`src/rtl/amo_sequencer_pkg.sv`:
```
// Shared constants for the RV32A atomic sequencer: ALU control codes reused
// from the core, AMO funct5 encodings, and the sequencer state type.
package amo_sequencer_pkg;

  localparam int ALU_CTRL_WIDTH = 5;

  localparam logic [ALU_CTRL_WIDTH-1:0] ALU_CTRL_ADD_ADDI = 5'd0;
  localparam logic [ALU_CTRL_WIDTH-1:0] ALU_CTRL_XOR_XORI = 5'd4;
  localparam logic [ALU_CTRL_WIDTH-1:0] ALU_CTRL_OR_ORI   = 5'd6;
  localparam logic [ALU_CTRL_WIDTH-1:0] ALU_CTRL_AND_ANDI = 5'd7;
  localparam logic [ALU_CTRL_WIDTH-1:0] ALU_CTRL_LUI      = 5'd11;
  localparam logic [ALU_CTRL_WIDTH-1:0] ALU_CTRL_MIN      = 5'd20;
  localparam logic [ALU_CTRL_WIDTH-1:0] ALU_CTRL_MAX      = 5'd21;
  localparam logic [ALU_CTRL_WIDTH-1:0] ALU_CTRL_MINU     = 5'd22;
  localparam logic [ALU_CTRL_WIDTH-1:0] ALU_CTRL_MAXU     = 5'd23;

  localparam logic [4:0] AMO_F5_ADD  = 5'b00000;
  localparam logic [4:0] AMO_F5_SWAP = 5'b00001;
  localparam logic [4:0] AMO_F5_LR   = 5'b00010;
  localparam logic [4:0] AMO_F5_SC   = 5'b00011;
  localparam logic [4:0] AMO_F5_XOR  = 5'b00100;
  localparam logic [4:0] AMO_F5_OR   = 5'b01000;
  localparam logic [4:0] AMO_F5_AND  = 5'b01100;
  localparam logic [4:0] AMO_F5_MIN  = 5'b10000;
  localparam logic [4:0] AMO_F5_MAX  = 5'b10100;
  localparam logic [4:0] AMO_F5_MINU = 5'b11000;
  localparam logic [4:0] AMO_F5_MAXU = 5'b11100;

  localparam int STATE_W = 3;

  typedef enum logic [STATE_W-1:0] {
    S_IDLE,
    S_RD,
    S_CALC,
    S_WR,
    S_DONE
  } state_t;

endpackage

```
`src/rtl/amo_ctrl_decode.sv`:
```
// Combinational AMO funct5 -> ALU control decode. valid is low for any
// funct5 that is not a read-modify-write AMO (LR/SC and reserved codes).
module amo_ctrl_decode
  import amo_sequencer_pkg::*;
(
  input  logic [4:0]                funct5,
  output logic [ALU_CTRL_WIDTH-1:0] alu_ctrl,
  output logic                      valid
);

  // Map each AMO to the ALU operation that produces the value to store.
  always_comb begin
    // NOTE: defaults first so every path assigns both outputs and no latch is inferred.
    alu_ctrl = ALU_CTRL_ADD_ADDI;
    valid    = 1'b1;
    case (funct5)
      AMO_F5_SWAP: alu_ctrl = ALU_CTRL_LUI;
      AMO_F5_ADD:  alu_ctrl = ALU_CTRL_ADD_ADDI;
      AMO_F5_XOR:  alu_ctrl = ALU_CTRL_XOR_XORI;
      AMO_F5_AND:  alu_ctrl = ALU_CTRL_AND_ANDI;
      AMO_F5_OR:   alu_ctrl = ALU_CTRL_OR_ORI;
      AMO_F5_MIN:  alu_ctrl = ALU_CTRL_MIN;
      AMO_F5_MAX:  alu_ctrl = ALU_CTRL_MAX;
      AMO_F5_MINU: alu_ctrl = ALU_CTRL_MINU;
      AMO_F5_MAXU: alu_ctrl = ALU_CTRL_MAXU;
      default:     valid    = 1'b0;
    endcase
  end

endmodule

```
`src/rtl/amo_sequencer.sv`:
```
// Multicycle RV32A read-modify-write sequencer: one load, one ALU cycle,
// one store, then a done pulse carrying the old memory word.
// Optional LR/SC support with a single reservation is enabled by defining
// AMO_LRSC_EN; without it LR/SC are reported as unknown (err).
module amo_sequencer
  import amo_sequencer_pkg::*;
#(
  parameter int ADDR_W = 32,
  parameter int XLEN   = 32
) (
  input  logic                      clk,
  input  logic                      resetn,
  input  logic                      start,
  input  logic [4:0]                funct5,
  input  logic [ADDR_W-1:0]         addr,
  input  logic [XLEN-1:0]           rs2,
  output logic                      busy,
  output logic                      done,
  output logic                      err,
  output logic [XLEN-1:0]           rd_data,
  output logic                      mem_valid,
  input  logic                      mem_ready,
  output logic [3:0]                mem_wstrb,
  output logic [ADDR_W-1:0]         mem_addr,
  output logic [XLEN-1:0]           mem_wdata,
  input  logic [XLEN-1:0]           mem_rdata,
  output logic [XLEN-1:0]           alu_a,
  output logic [XLEN-1:0]           alu_b,
  output logic [ALU_CTRL_WIDTH-1:0] alu_ctrl,
  input  logic [XLEN-1:0]           alu_result
);

  state_t                    state;
  logic [ADDR_W-1:0]         word_addr;
  logic [ALU_CTRL_WIDTH-1:0] dec_ctrl;
  logic                      dec_valid;
  logic                      is_lr, is_sc, sc_hit;
  logic                      lr_q, sc_q;

  assign word_addr = {addr[ADDR_W-1:2], 2'b00};

  amo_ctrl_decode u_decode (
    .funct5   (funct5),
    .alu_ctrl (dec_ctrl),
    .valid    (dec_valid)
  );

`ifdef AMO_LRSC_EN
  logic              res_valid;
  logic [ADDR_W-1:0] res_addr;

  assign is_lr  = (funct5 == AMO_F5_LR);
  assign is_sc  = (funct5 == AMO_F5_SC);
  assign sc_hit = res_valid && (res_addr == word_addr);
`else
  assign is_lr  = 1'b0;
  assign is_sc  = 1'b0;
  assign sc_hit = 1'b0;
`endif

  // Sequencer FSM; every output is a register updated alongside the state.
  always_ff @(posedge clk or negedge resetn) begin
    if (!resetn) begin
      // NOTE: sequential state uses non-blocking assignments so all registers update together at the edge.
      state     <= S_IDLE;
      busy      <= 1'b0;
      done      <= 1'b0;
      err       <= 1'b0;
      rd_data   <= '0;
      mem_valid <= 1'b0;
      mem_wstrb <= 4'b0000;
      mem_addr  <= '0;
      mem_wdata <= '0;
      alu_a     <= '0;
      alu_b     <= '0;
      alu_ctrl  <= ALU_CTRL_ADD_ADDI;
      lr_q      <= 1'b0;
      sc_q      <= 1'b0;
`ifdef AMO_LRSC_EN
      res_valid <= 1'b0;
      res_addr  <= '0;
`endif
    end else begin
      case (state)
        S_IDLE: begin
          if (start) begin
            busy     <= 1'b1;
            alu_b    <= rs2;
            alu_ctrl <= dec_ctrl;
            mem_addr <= word_addr;
            lr_q     <= is_lr;
            sc_q     <= is_sc;
            if ((addr[1:0] != 2'b00) || !(dec_valid || is_lr || is_sc)) begin
              err     <= 1'b1;
              done    <= 1'b1;
              rd_data <= '0;
              state   <= S_DONE;
            end else if (is_sc) begin
              if (sc_hit) begin
                mem_wdata <= rs2;
                mem_wstrb <= 4'b1111;
                mem_valid <= 1'b1;
                state     <= S_WR;
              end else begin
                done    <= 1'b1;
                rd_data <= XLEN'(1);
                state   <= S_DONE;
              end
            end else begin
              mem_wstrb <= 4'b0000;
              mem_valid <= 1'b1;
              state     <= S_RD;
            end
`ifdef AMO_LRSC_EN
            if (is_sc) res_valid <= 1'b0;
`endif
          end
        end
        S_RD: begin
          if (mem_ready) begin
            mem_valid <= 1'b0;
            alu_a     <= mem_rdata;
            if (lr_q) begin
              done    <= 1'b1;
              rd_data <= mem_rdata;
              state   <= S_DONE;
`ifdef AMO_LRSC_EN
              res_valid <= 1'b1;
              res_addr  <= mem_addr;
`endif
            end else begin
              state <= S_CALC;
            end
          end
        end
        S_CALC: begin
          mem_wdata <= alu_result;
          mem_wstrb <= 4'b1111;
          mem_valid <= 1'b1;
          state     <= S_WR;
        end
        S_WR: begin
          if (mem_ready) begin
            mem_valid <= 1'b0;
            mem_wstrb <= 4'b0000;
            done      <= 1'b1;
            rd_data   <= sc_q ? '0 : alu_a;
            state     <= S_DONE;
`ifdef AMO_LRSC_EN
            if (res_addr == mem_addr) res_valid <= 1'b0;
`endif
          end
        end
        S_DONE: begin
          done  <= 1'b0;
          err   <= 1'b0;
          busy  <= 1'b0;
          state <= S_IDLE;
        end
        default: state <= S_IDLE;
      endcase
    end
  end

endmodule

```
`config.mk`:
```
export PLATFORM = sky130hd
export DESIGN_NAME = amo_sequencer
export DESIGN_NICKNAME = d
export VERILOG_FILES = /design/src/rtl/amo_sequencer_pkg.sv /design/src/rtl/amo_ctrl_decode.sv /design/src/rtl/amo_sequencer.sv
export SDC_FILE = /design/constraint.sdc
export NUM_CORES = 1
export LEC_CHECK = 0
export ABC_AREA = 1
export BUFFER_PORTS_ARGS = -buffer_cell sky130_fd_sc_hd__buf_2
export CORE_ASPECT_RATIO = 1.1
export CORE_MARGIN = 2
export CORE_UTILIZATION = 51
export CTS_CLUSTER_DIAMETER = 60
export DETAILED_ROUTE_END_ITERATION = 10
export HOLD_SLACK_MARGIN = 0.1
export PLACE_DENSITY = 0.91
export SLEW_MARGIN = 25
export SYNTH_ARGS = -nofsm -noshare
export SYNTH_HDL_FRONTEND = slang
export SYNTH_HIERARCHICAL = 1
export SYNTH_SLANG_ARGS = --single-unit
```
`constraint.sdc`:
```
create_clock -name clk -period 2.4 [get_ports clk]
set_clock_uncertainty 0.05 [all_clocks]
set_input_delay 0.12 -clock clk [delete_from_list [all_inputs] [get_ports clk]]
set_output_delay 0.12 -clock clk [all_outputs]
set_load 0.005 [all_outputs]
```
Word level (Yosys, flattened, before mapping)
Cells that the tools add are included.

Add/sub/neg operators: 0. Multipliers: 0. Divide/modulo/power cells: 0. Magnitude comparators: 0. Eq/ne operators: 18. Shift-type cells: 0. Muxes and demuxes: 26. Bitwise gates (word level): 1. Reductions and logical operators: 21.

Operators by type and width (number): $mux W32 (3); $pmux W32 S2 (1); $pmux W5 S8 (1); $eq A5 B5 Y1 const B (4); $mux W3 (4); $mux W4 (3); $pmux W3 S4 (1); $pmux W4 S3 (1); $reduce_and A6 Y1 (2); $eq A5 B4 Y1 const B (2); $ne A2 B2 Y1 const B (5); $reduce_bool A3 Y1 (3); $reduce_or A9 Y1 (1); $mux W1 (8); $reduce_and A4 Y1 (2); $eq A3 B2 Y1 const B (2); $pmux W1 S3 (2); $reduce_and A2 Y1 (3); $reduce_and A3 Y1 (2); $eq A5 B1 Y1 const B (1); $eq A5 B3 Y1 const B (1); $logic_not A5 Y1 (1); $pmux W1 S2 (2); $reduce_bool A2 Y1 (2); 9 further kinds (9).

Bits in registers: 174. Bits in latches: 0. Memory bits (writable): 0. ROM bits: 0. Input port bits: 137. Output and inout bits: 173. Word-level logic and storage cells: 78. Memories: 0.

Longest topological paths before layout
Depth after elaboration: 8. Depth in mapped cells: 11. Depth with buffers taken out: 10.

Hierarchy
Netlist, hierarchy kept.

By module, submodules not included: amo_sequencer (instances 1, cells an instance 766, area each 6832.8 µm², seq. area each 4279.1 µm²); amo_ctrl_decode (instances 1, cells an instance 17, area each 80.1 µm², seq. area each 0.0 µm²).

Worst setup path after synthesis
No wires, ideal clock.

Path type: register to register. Start: reg state[0]. End: reg alu_b[10]. Library setup time: 0.117 ns. Data arrival time: 1.233 ns. Data required time: 2.233 ns. Setup slack: 1.000 ns. Cell stages (with the launch flop): 10. Path buffers: 3. Clock period less this slack: 1.400 ns. Cells stage by stage: dfrtp_1 buf_4 inv_2 nand2_2 nor2_4 nand2_2 buf_4 buf_2 nand2_1 nand2_1.

Word-level cells in the longest chain between the ends: 2.

Ends and longest elaborated chain: start, declared (line amo_sequencer.sv:33) `state_t state;`; start signal, assigned (line amo_sequencer.sv:65) `state <= S_IDLE;`; start signal, assigned (line amo_sequencer.sv:97) `state <= S_DONE;`; start signal, assigned (line amo_sequencer.sv:103) `state <= S_WR;`; $logic_not A3 Y1 (line amo_sequencer.sv:84) `case (state)`; $reduce_and A2 Y1 (no source line); end signal, assigned (line amo_sequencer.sv:88) `alu_b <= rs2;`; end, declared (line amo_sequencer.sv:28) `output logic [XLEN-1:0] alu_b,`.

Every way passes these cells. A chain may end at the register's enable or synchronous reset.

Worst setup path in the final report
Start: in funct5[4]. End: reg alu_ctrl[0].

Word-level cells in the longest chain between the ends: 2. Elaborated cells on any way between the ends: 9. Those cells by class: eq/ne: 8; mux: 1.

Ends and longest elaborated chain: start, declared (line amo_sequencer.sv:14) `input logic [4:0] funct5,`; $eq A5 B5 Y1, or another cell as far along (line amo_ctrl_decode.sv:16) `case (funct5)`; $pmux W5 S8 (*) (line amo_ctrl_decode.sv:16); net dec_ctrl[0] (line amo_sequencer.sv:35) `logic [ALU_CTRL_WIDTH-1:0] dec_ctrl;`; end signal, assigned (line amo_sequencer.sv:89) `alu_ctrl <= dec_ctrl;`; end, declared (line amo_sequencer.sv:29) `output logic [ALU_CTRL_WIDTH-1:0] alu_ctrl,`.

Mark *: on every way through the listed nets, which the timed path passes. The rest lies on a longest branch.

==> results.md <==
* Final std cells w/o fill at 1384
* Top-area cell type share of the netlist area at 61.9%
* Hold WS at 0.153 ns
* Die Height at 126 um
* Post-CTS Resized at 0
* Number of synthesized flops with an enable pin at 0
* Most common cell in the netlist: nand2_1
* Commonest cells in the netlist: nand2_1, dfrtp_1, nand3_1, inv_1, o21ai_0
* Ys Warns at 6
* Sequential area share after synthesis at 61.9%
* Kind of critical path: input port to flop
* Number of antenna-violating nets in the routed design at 0
* Largest net degree at the start of global routing at 70
* # Post-CTS Setup Buffers at 0
* Avg Inst Size Synth at a little under 9 um2
* Clock transition at path regs at 0.06 ns
* Area leader, netlist: dfrtp_1
* Max Slew Vio Count at 0
* Drt drc at 0
* Worst IR Drop VDD at 631 uV
* CP Launch Type: input port
* Worst skew pair latency at roughly 0.4 ns
* HP Class: input port to flop
* PwrDens at 1100 nW/um2
* Routed WL at between 20000 and 30000 um
* Initial antenna violation count at 1
* Unrepaired setup endpoints after global routing: false
* Share of cells above drive strength 1 at 29.8%
* Vias in the first global route at 7438
* Crit Path Max Fanout at 4
* Worst path max stage delay at 0.59 ns
* Via Count at 7424
* Initial DRT Pass Iterations at 6
* Vias per cell at 5.36
* Setup TNS at 0 ns
* Die area at 14500 um2
* Final worst path period need at 2.30 ns
* Global-route usage over all layers at 34.7%
* Row cnt at 44
* Final setup fails at 0
* Final hold violations at 0
* Starting density of the core at 52.3%
* Cell area after technology mapping at 6910 um2
* Dpl hpwl at between 10000 and 15000 um
* GR peak layer: met2
* Met1 usage in global routing at around 39%
* Final Wtd Congestion at between 0.7 and 0.8
* Mapped Cells at 783
* Max Cap Viol at 0
* Post-CTS Hold Fix Bufs at 139
* CP top delay family: buffers and inverters
* Worst Path Required at 2.66 ns
* CTS tree: done
* Area contributors post-synth: dfrtp_1, nand2_1, nand3_1
* Pleak at 6.07 nW
* Port Buffer Count at 307
* Grt met3 use at between 10% and 20%
* Clock sinks at approximately 170
* Number of fill cells at 730
* Post-layout nets at 1347
* Met2 usage at 58.2%
* Area Overhead vs Synth at 52.2%
* Synth Flop Type: dfrtp_1
* Clock Path Buffers at 2
* Synthesis-stage register bit count at about 170
* Cell chain of the critical path: dlygate4sd3_1 -> buf_2 -> inv_1 -> nand2_1 -> nand3_1 -> dlygate4sd3_1 -> nand2_1 -> dlygate4sd3_1 -> nand3_1 -> nand2_1
* I/O Pins at 310
* Global-route wire length before repair at 38800 um
* WP buf/inv at 5
* 1st-iter DRT viols at 892
* CTS root buffer: clkbuf_16
* Tcrit/Tclk final at about 96%
* Core Box Area at about 13000 um2
* WP data arrival at 2.56 ns
* Post-synth cell types at 21
* Inserted Clock Buffers at 17
* GR Overflow Total at 0
* Ys async rst share at 100%
* Slew HR at around half
* Die W at 115 um
* Fmax at between 400 and 500 MHz
* Status: finished, final reports clean
* Final core utilization at 79.6%
* Least-Margin Pin Slew at 0.751 ns
* Routed wire length per instance at 18.1 um
* Cells after DPL at ~1200
* Crit end category: flop
* H-tree depth reported by CTS at 4
* Critical Path Slowest Stage Cell: dlygate4sd3_1
[metrics by stage]
stage	setup WS [ns]	area, um2	total power, mW
3_3_place_gp	0.724	8530	8.10
6_report	0.0992	10500	11.6
2_1_floorplan	1.00	6920	6.56
5_1_grt	0.0371	10500	12.3
3_5_place_dp	0.653	8530	8.27
4_1_cts	0.358	10500	11.3
[layout by cell type, fill, tap and decap left out, types with 5 or more instances in the layout]
master	n
clkbuf_16	17
buf_4	7
nor2_1	5
o21ai_0	35
dlygate4sd3_1	139
buf_2	306
nand2_1	352
nand3_1	102
inv_1	42
inv_2	6
dfrtp_1	171
[layout make-up]
type / count / area, um2 / area share (%)
Sequential cell: 171 / 4280 / 40.7
Timing Repair Buffer: 457 / 3070 / 29.1
Multi-Input combinational cell: 515 / 2190 / 20.8
Clock buffer: 22 / 454 / 4.32
Tap cell: 161 / 201 / 1.91
Inverter: 48 / 180 / 1.71
Clock inverter: 8 / 144 / 1.37
Antenna cell: 2 / 5.00 / 0.0476
[worst paths after layout]
| kind | startpoint | end | slack [ns] | cells after the start |
|---|---|---|---|---|
| worst max register to register | state[0] | alu_b[14] | 0.55 | 8 |
| max in group asynchronous | resetn | alu_a[7] | 1.42 | 3 |
| min in group asynchronous | resetn | alu_a[15] | 0.20 | 2 |
| worst max-delay path | funct5[4] | alu_ctrl[0] | 0.1 | 10 |
| worst min register to register | done | done | 0.41 | 2 |
| worst min-delay path | start | busy | 0.15 | 5 |
[registers in the layout (all words and copies together), names as in the netlist]
signal     cells
alu_a         32
alu_b         32
alu_ctrl       5
busy           1
done           1
err            1
mem_addr      30
mem_valid      1
mem_wdata     32
mem_wstrb      1
rd_data       32
state          3
[power by group]
part | switching (mW) | total (mW) | internal, mW
Combinational | 2.41 | 4.04 | 1.63
Clock | 1.08 | 2.84 | 1.76
Sequential | 0.769 | 4.73 | 3.96
Total | 4.26 | 11.6 | 7.35
[cells by family after synthesis]
logic type | synth area share, %
other cells | 0.0542
compound gates | 2.86
simple gates | 28.7
buf+inv | 6.46
flops | 61.9
[worst register-to-register path, cell delays in order, from the launching register on]
cell and delay [ns]:
dfrtp_1 0.51, inv_2 0.12, nand2_2 0.07, nor2_4 0.14
buf_12 0.25, nand2_2 0.10, buf_12 0.25, nand2_1 0.13
nand2_1 0.11
[metal layers]
layer	part of all wire [%]	wire length (um)
met2	49	12300
met4	5.8	1460
met1	35	8700
met3	10	2630
met5	0	0
No activity file was read; power rests on OpenSTA's default activity.
